`src/rtl/sat_pkg.sv`:
```
// Shared types and constants for the backtracking logic of the SAT solver core.
// Latency: n/a (types, constants and a saturating-increment helper only).
// Backpressure: n/a. Optional macro MAX_VARS_BITS sets the variable-index width (default 4).
`ifndef MAX_VARS_BITS
`define MAX_VARS_BITS 4
`endif

package sat_pkg;

    localparam int VAR_BITS  = `MAX_VARS_BITS;
    localparam int NUM_VARS  = 2 ** VAR_BITS;
    localparam int STAT_BITS = 16;

    typedef enum logic [2:0] {
        IDLE,
        POP,
        WAIT,
        READ,
        FLIP,
        DONE,
        UNSAT
    } bt_state_t;

    typedef logic [VAR_BITS-1:0] var_idx_t;

    // Counters hold at all-ones instead of wrapping.
    function automatic logic [STAT_BITS-1:0] sat_inc(input logic [STAT_BITS-1:0] v);
        return (&v) ? v : v + 1'b1;
    endfunction

endpackage

```
`src/rtl/decision_backtracker_flip_bitmap.sv`:
```
// One flag per variable: set when a decision has been flipped, cleared when it is unwound.
// Latency: combinational read, set/clear take effect on the next clock edge.
// Backpressure: none; set and clear are accepted every cycle.
// Ports: i_clock/i_reset (sync, active-high, clears every flag), i_rd_idx -> o_rd_flag,
//        i_set/i_set_idx, i_clr/i_clr_idx.
module flip_bitmap
    import sat_pkg::*;
(
    input  logic                i_clock,
    input  logic                i_reset,
    input  logic [VAR_BITS-1:0] i_rd_idx,
    output logic                o_rd_flag,
    input  logic                i_set,
    input  logic [VAR_BITS-1:0] i_set_idx,
    input  logic                i_clr,
    input  logic [VAR_BITS-1:0] i_clr_idx
);

    logic [NUM_VARS-1:0] r_flags;

    always_ff @(posedge i_clock) begin
        if (i_reset) begin
            r_flags <= '0;
        end else begin
            if (i_clr) r_flags[i_clr_idx] <= 1'b0;
            if (i_set) r_flags[i_set_idx] <= 1'b1;
        end
    end

    assign o_rd_flag = r_flags[i_rd_idx];

endmodule

```
`src/rtl/decision_backtracker.sv`:
```
// Pops decisions on conflict, unwinds already-flipped ones, flips the first unflipped one and pushes it back.
// Latency: conflict at edge 0 -> pop cycle 1, write/push cycle 4, done cycle 5; +2 cycles per unwound entry.
// Backpressure: none; conflict is only sampled in IDLE, stack and variable table are assumed always ready.
// Ports: i_clock, i_reset (sync, active-high), i_conflict, i_stk_empty, i_stk_idx, o_stk_pop, o_stk_push,
//        o_stk_push_idx, o_va_rd_idx, i_va_rd_val, o_va_we, o_va_idx, o_va_val, o_va_unassign, o_busy, o_done,
//        o_unsat; o_bt_count/o_pop_count only when BACKTRACK_STATS_EN is defined.
module decision_backtracker
    import sat_pkg::*;
(
    input  logic                 i_clock,
    input  logic                 i_reset,
    input  logic                 i_conflict,
    input  logic                 i_stk_empty,
    input  logic [VAR_BITS-1:0]  i_stk_idx,
    output logic                 o_stk_pop,
    output logic                 o_stk_push,
    output logic [VAR_BITS-1:0]  o_stk_push_idx,
    output logic [VAR_BITS-1:0]  o_va_rd_idx,
    input  logic                 i_va_rd_val,
    output logic                 o_va_we,
    output logic [VAR_BITS-1:0]  o_va_idx,
    output logic                 o_va_val,
    output logic                 o_va_unassign,
    output logic                 o_busy,
    output logic                 o_done,
    output logic                 o_unsat
`ifdef BACKTRACK_STATS_EN
    ,
    output logic [STAT_BITS-1:0] o_bt_count,
    output logic [STAT_BITS-1:0] o_pop_count
`endif
);

    bt_state_t           r_state;
    bt_state_t           w_next;
    logic [VAR_BITS-1:0] r_cur;
    logic                r_rd_val;
    logic                w_flag;

    always_ff @(posedge i_clock) begin
        if (i_reset) begin
            r_state  <= IDLE;
            r_cur    <= '0;
            r_rd_val <= 1'b0;
        end else begin
            r_state <= w_next;
            if (r_state == WAIT) r_cur <= i_stk_idx;
            // Hold the table read data so FLIP does not depend on the read address staying put.
            if (r_state == READ) r_rd_val <= i_va_rd_val;
        end
    end

    flip_bitmap u_flip_bitmap (
        .i_clock   (i_clock),
        .i_reset   (i_reset),
        .i_rd_idx  (i_stk_idx),
        .o_rd_flag (w_flag),
        .i_set     (r_state == FLIP),
        .i_set_idx (r_cur),
        .i_clr     ((r_state == WAIT) && w_flag),
        .i_clr_idx (i_stk_idx)
    );

    always_comb begin
        w_next         = r_state;
        o_stk_pop      = 1'b0;
        o_stk_push     = 1'b0;
        o_stk_push_idx = '0;
        o_va_rd_idx    = '0;
        o_va_we        = 1'b0;
        o_va_idx       = '0;
        o_va_val       = 1'b0;
        o_va_unassign  = 1'b0;
        o_done         = 1'b0;
        o_unsat        = 1'b0;
        o_busy         = (r_state != IDLE) && (r_state != UNSAT);
        case (r_state)
            IDLE: begin
                if (i_conflict) w_next = i_stk_empty ? UNSAT : POP;
            end
            POP: begin
                o_stk_pop = 1'b1;
                w_next    = WAIT;
            end
            WAIT: begin
                o_va_rd_idx = i_stk_idx;
                if (w_flag) begin
                    // Both polarities already tried: drop this decision and keep unwinding.
                    o_va_we       = 1'b1;
                    o_va_unassign = 1'b1;
                    o_va_idx      = i_stk_idx;
                    w_next        = i_stk_empty ? UNSAT : POP;
                end else begin
                    w_next = READ;
                end
            end
            READ: begin
                w_next = FLIP;
            end
            FLIP: begin
                o_va_we        = 1'b1;
                o_va_idx       = r_cur;
                o_va_val       = ~r_rd_val;
                o_stk_push     = 1'b1;
                o_stk_push_idx = r_cur;
                w_next         = DONE;
            end
            DONE: begin
                o_done = 1'b1;
                w_next = IDLE;
            end
            UNSAT: begin
                o_unsat = 1'b1;
            end
            default: begin
                w_next = IDLE;
            end
        endcase
    end

`ifdef BACKTRACK_STATS_EN
    logic [STAT_BITS-1:0] r_bt_count;
    logic [STAT_BITS-1:0] r_pop_count;

    always_ff @(posedge i_clock) begin
        if (i_reset) begin
            r_bt_count  <= '0;
            r_pop_count <= '0;
        end else begin
            if (r_state == DONE) r_bt_count  <= sat_inc(r_bt_count);
            if (r_state == POP)  r_pop_count <= sat_inc(r_pop_count);
        end
    end

    assign o_bt_count  = r_bt_count;
    assign o_pop_count = r_pop_count;
`endif

endmodule

```
`config.mk`:
```
export PLATFORM = sky130hd
export DESIGN_NAME = decision_backtracker
export DESIGN_NICKNAME = d
export VERILOG_FILES = /design/src/rtl/sat_pkg.sv /design/src/rtl/decision_backtracker_flip_bitmap.sv /design/src/rtl/decision_backtracker.sv
export SDC_FILE = /design/constraint.sdc
export NUM_CORES = 1
export LEC_CHECK = 0
export CAP_MARGIN = 20
export CORE_UTILIZATION = 25
export CTS_BUF_LIST = sky130_fd_sc_hd__clkbuf_16
export CTS_CLUSTER_DIAMETER = 200
export DETAILED_ROUTE_END_ITERATION = 6
export GPL_ROUTABILITY_DRIVEN = 0
export PLACE_DENSITY_LB_ADDON = 0.05
export SLEW_MARGIN = 0
export SYNTH_ARGS = -nofsm -noshare
export SYNTH_HDL_FRONTEND = slang
export SYNTH_HIERARCHICAL = 1
export SYNTH_SLANG_ARGS = --single-unit
```
`constraint.sdc`:
```
create_clock -name i_clock -period 7.35 [get_ports i_clock]
set_input_delay 1.8375 -clock i_clock [delete_from_list [all_inputs] [get_ports i_clock]]
set_output_delay 1.8375 -clock i_clock [all_outputs]
set_load 0.02 [all_outputs]
```
# [After elaboration in Yosys (flattened, before gate mapping)]
# Cells that the tools add are included.
[classes] magnitude_cmp=4 n_eq_ne=8 muxes=25 bitwise_logic=5 reduce_logical=7
[op_table] op="$mux 16" n=3
[op_table] op="$pmux 3 s6" n=1
[op_table] op="$and 16x16->16" n=1
[op_table] op="$not 16->16" n=1
[op_table] op="$or 16x16->16" n=1
[op_table] op="$mux 4" n=3
[op_table] op="$lt 4x5->1 const B" n=2
[op_table] op="$mux 1" n=10
[op_table] op="$eq 3x3->1 const B" n=3
[op_table] op="$mux 3" n=3
[op_table] op="$demux 1 s4" n=2
[op_table] op="$ge 4x1->1 const B" n=2
[op_table] op="$pmux 4 s2" n=1
[op_table] op="$eq 3x2->1 const B" n=2
[op_table] op="$bmux 1 s4" n=1
[op_table] op="$logic_and 1x1->1" n=4
[op_table] op="$eq 3x1->1 const B" n=1
[op_table] op="$logic_not 3->1" n=1
[op_table] op="$ne 3x3->1 const B" n=1
[op_table] op="$reduce_bool 3->1" n=1
[op_table] op="$ne 2x2->1 const B" n=1
[op_table] op="$not 1->1" n=2
[op_table] op="$pmux 1 s2" n=1
[op_table] op="$reduce_and 2->1" n=1
[totals] register_bits=24 inputBits=9 output_inout_bits=20 elab_cells=53

# [Depth between registers and ports, before layout]
# Gate-level depths: netlist (run 1).
[depth] ltp_word=10 mapped_depth=8 depth_no_buf=7

# [Hierarchy]
# The synthesis (run 1) kept the hierarchy.
[modules_own_cells] module="flip_bitmap" instances=1 cells_each=90 area_per_inst_um2=799.5 seq_area_each_um2=320.3
[modules_own_cells] module="decision_backtracker" instances=1 cells_each=60 area_per_inst_um2=530.5 seq_area_each_um2=160.2

# [Least setup slack after synthesis (run 1)]
# Ideal clock, no wire load.
[synth_timing] path_type="input to output" start="input port i_stk_idx[0]" end="output port o_va_we" arrival_time_ns=3.199 required_time_ns=5.512 setup_slack_ns=2.314 cell_stages=6 n_path_buf=1 path_cell_list="mux4_1 -> mux2i_1 -> mux2i_1 -> and2_1 -> buf_4 -> or2_1"
[synth_via] elab_chain_len=4
[synth_lines] element="start: declaration" line="decision_backtracker.sv:14" source="input logic [VAR_BITS-1:0] i_stk_idx,"
[synth_lines] element="$bmux 1 s4" line="decision_backtracker_flip_bitmap.sv:30" source="assign o_rd_flag = r_flags[i_rd_idx];"
[synth_lines] element="$mux 1 (not written as such)" line="decision_backtracker_flip_bitmap.sv:30"
[synth_lines] element="net w_flag" line="decision_backtracker.sv:38" source="logic w_flag;"
[synth_lines] element="$mux 1" line="decision_backtracker.sv:87" source="if (w_flag) begin"
[synth_lines] element="$pmux 1 s2" line="decision_backtracker.sv:77" source="case (r_state)"
[synth_lines] element="end: declaration" line="decision_backtracker.sv:20" source="output logic o_va_we,"
# The timed path passes the listed nets, and every way through them passes these cells. The select of a mux whose other input is x is not followed.

# [Worst setup path in the final report (run 1)]
# Ends and elaborated chain as after synthesis.

==> results of run 1 <==
[worst max-delay path, cell delays in order]
cell             delay (ns)
clkdlybuf4s50_1        0.77
mux4_1                 0.62
mux2i_1                0.14
mux2i_1                0.16
and2_1                 0.31
or2_1                  0.25
clkdlybuf4s50_1        0.53
[path summary, 6_finish.rpt]
path                                             start  cells past startpoint  slack (ns)                              endpoint
setup / recovery                          i_stk_idx[0]                      7        0.88                               o_va_we
hold / removal    u_flip_bitmap/r_flags[12]$_SDFF_PP0_                      2        0.48  u_flip_bitmap/r_flags[12]$_SDFF_PP0_
setup reg to reg               r_state[1]$_SDFFE_PP0P_                      5        4.85   u_flip_bitmap/r_flags[4]$_SDFF_PP0_
hold reg to reg   u_flip_bitmap/r_flags[12]$_SDFF_PP0_                      2        0.48  u_flip_bitmap/r_flags[12]$_SDFF_PP0_
[Yosys cell counts, drive strengths merged]
library cell and count:
dfxtp 24, a21oi 19, o21ai 16, nand2 13, and2 10, mux2i 8, nor2 7, a21o 5
nand3 5, nor3b 5, buf 4, mux4 4, nor2b 4, and3b 3, clkbuf 3, nand2b 3
nand3b 3, inv 2, or2 2, or3b 2, a2111oi 1, a211oi 1, a31oi 1, and3 1
nand4b 1, o41ai 1, or4b 1, xnor2 1
[layer usage]
layer  part of all wire  vias up  GRT usage
met5                  0        -          0
met4             0.0051        0    0.04193
met3              0.043        2    0.02677
met2               0.50       29     0.2382
met1               0.46      602     0.1922
li1                   -      593          -
[power breakdown]
part           switching [uW]  leakage, uW  internal [uW]
Sequential               15.5     0.000194            137
Clock                    47.7    0.0000511            108
Combinational            42.5     0.000419           41.8
Total                     106     0.000664            287
[logic make-up after synthesis]
group                  Yosys count  synth area share
buffers and inverters            9           0.03480
AND/OR/NAND/NOR                 60            0.2738
flip-flops                      24            0.3612
multiplexers                    12            0.1392
AO/OA/AOI/OAI                   44            0.1844
XOR/XNOR                         1          0.006586
[state kept, by name (all words and copies together), names as in the netlist]
name / flops
r_cur: 4
r_rd_val: 1
u_flip_bitmap/r_flags: 16
r_state: 3
[metrics by stage]
step | utilization | area [um^2]
2_1_floorplan | - | 1330
3_3_place_gp | 0.3248 | 1659
3_5_place_dp | 0.3248 | 1659
4_1_cts | 0.3454 | 1764
5_1_grt | 0.3454 | 1764
6_report | 0.3454 | 1764
[final cells by class]
cell class | instances | area [um^2]
multi-input cells | 117 | 803.3
clock buffers | 3 | 75.07
inverters | 2 | 7.507
clock inverters | 1 | 30.03
fillers | 543 | 3343
repair buffers | 28 | 280.3
flip-flops and latches | 24 | 480.5
well taps | 70 | 87.58
==> results.toml, run 1 <==
[outcome]
outcome = "finished, final reports clean"

[critical_path]
crit_fanout = 13
cp-start-kind = "primary input"
worst_ep_arrival_time_ns = 4.63
end_kind = "output port"
cp.required_ns = 5.51
critical_path_class = "in -> out"

[timing]
drv_slew = 0
timing.final.ws_setup_ns = 0.8833
hold_viol = 0
fin_setup_tns_ns = 0
finClkSkew_ns = 0.002204
rsz0062_at_grt = "no"
setup_viol = 0
fmax_mhz = 154.6
whs_ns = 0.4829
fin_crit_ns = 6.467
tightest_slew_ns = 0.9593
slew-limit-headroom = 0.3585
finalCritPeriodShare = 0.8798

[finish]
mostFrequentLayoutCells = "28 x clkdlybuf4s50_1, 24 x dfxtp_1, 19 x a21oi_1, 16 x o21ai_0, 13 x nand2_1"
stdcell_count = 245
antennaDiodeCount = 0
drive_above_1_share = 0.04571
final_common_cell = "clkdlybuf4s50_1"
syn2layout_area_growth_pct = 32.64
layout.nets = 185

[clocking]
cts_buffers = 3
post_cts_buffers = 0
insertion_delay_ns = 0.26
cts_resized = 0
cts_buffer_depth = 2
cts_tree = "done"
cts.clk_slew.worst_paths_ns = 0.06
clock_sinks = 24
cts_hold_buf = 0
htreeDepth = 1
cts-root-buf = "clkbuf_16"

[grt]
grt_max_degree = 26
grt.overflow.total = 0
grt_pass1_wl_um = 5934
grt_pass1_vias = 1144
grt_antenna_before_repair = 0
grtUsageTotal = 0.1443

[logic_synthesis]
synth_top_area_frac = 0.3612
ys_ff_latch = 24
postSynthAreaPerCell_um2 = 8.867
syn_inst = 150
ys_top_cells_by_area = "dfxtp_1 36%, mux4_1 7.9%, a21oi_1 7.1%"
synth_top_area_cell = "dfxtp_1"
ys_seq_area_frac = 0.3612
mappedNetlistArea_um2 = 1330
ys_types = 33
synth_nets = 159
synthesis.yosys.warnings = 6

[die]
rows = 26
coreArea_um2 = 5107
num_io_pins = 29
die_w_um = 74.94
die_area_um2 = 5616
start_util = 0.2604
die_h_um = 74.94

[power]
power_uw = 393.0
power.density_nw_per_um2 = 222.8
p_leak_uw = 0.0006641
ir_drop_mv = 0.07380

[hold_path]
hp-class = "reg -> reg"

[route]
vias_per_cell = 5.004
first_iter_violations = 71
wl_per_cell_um = 15.20
drc = 0
drtPass1Iterations = 4
vias = 1226
postRouteAntennaNets = 0
wl_um = 3725

[place]
dp_slack_ns = 0.8733
hpwl_um = 2708
io_buffers = 28
dp.cells = 241

[flow_run]
maxCapViolCount = 0
Power figures use the tool's default switching activity.
==> inputs of run 2 (changes only) <==
CAP_MARGIN = unset   (was 20)
==> results of run 2 <==
The final DEF is identical to that of run 1; final timing and power are the same.
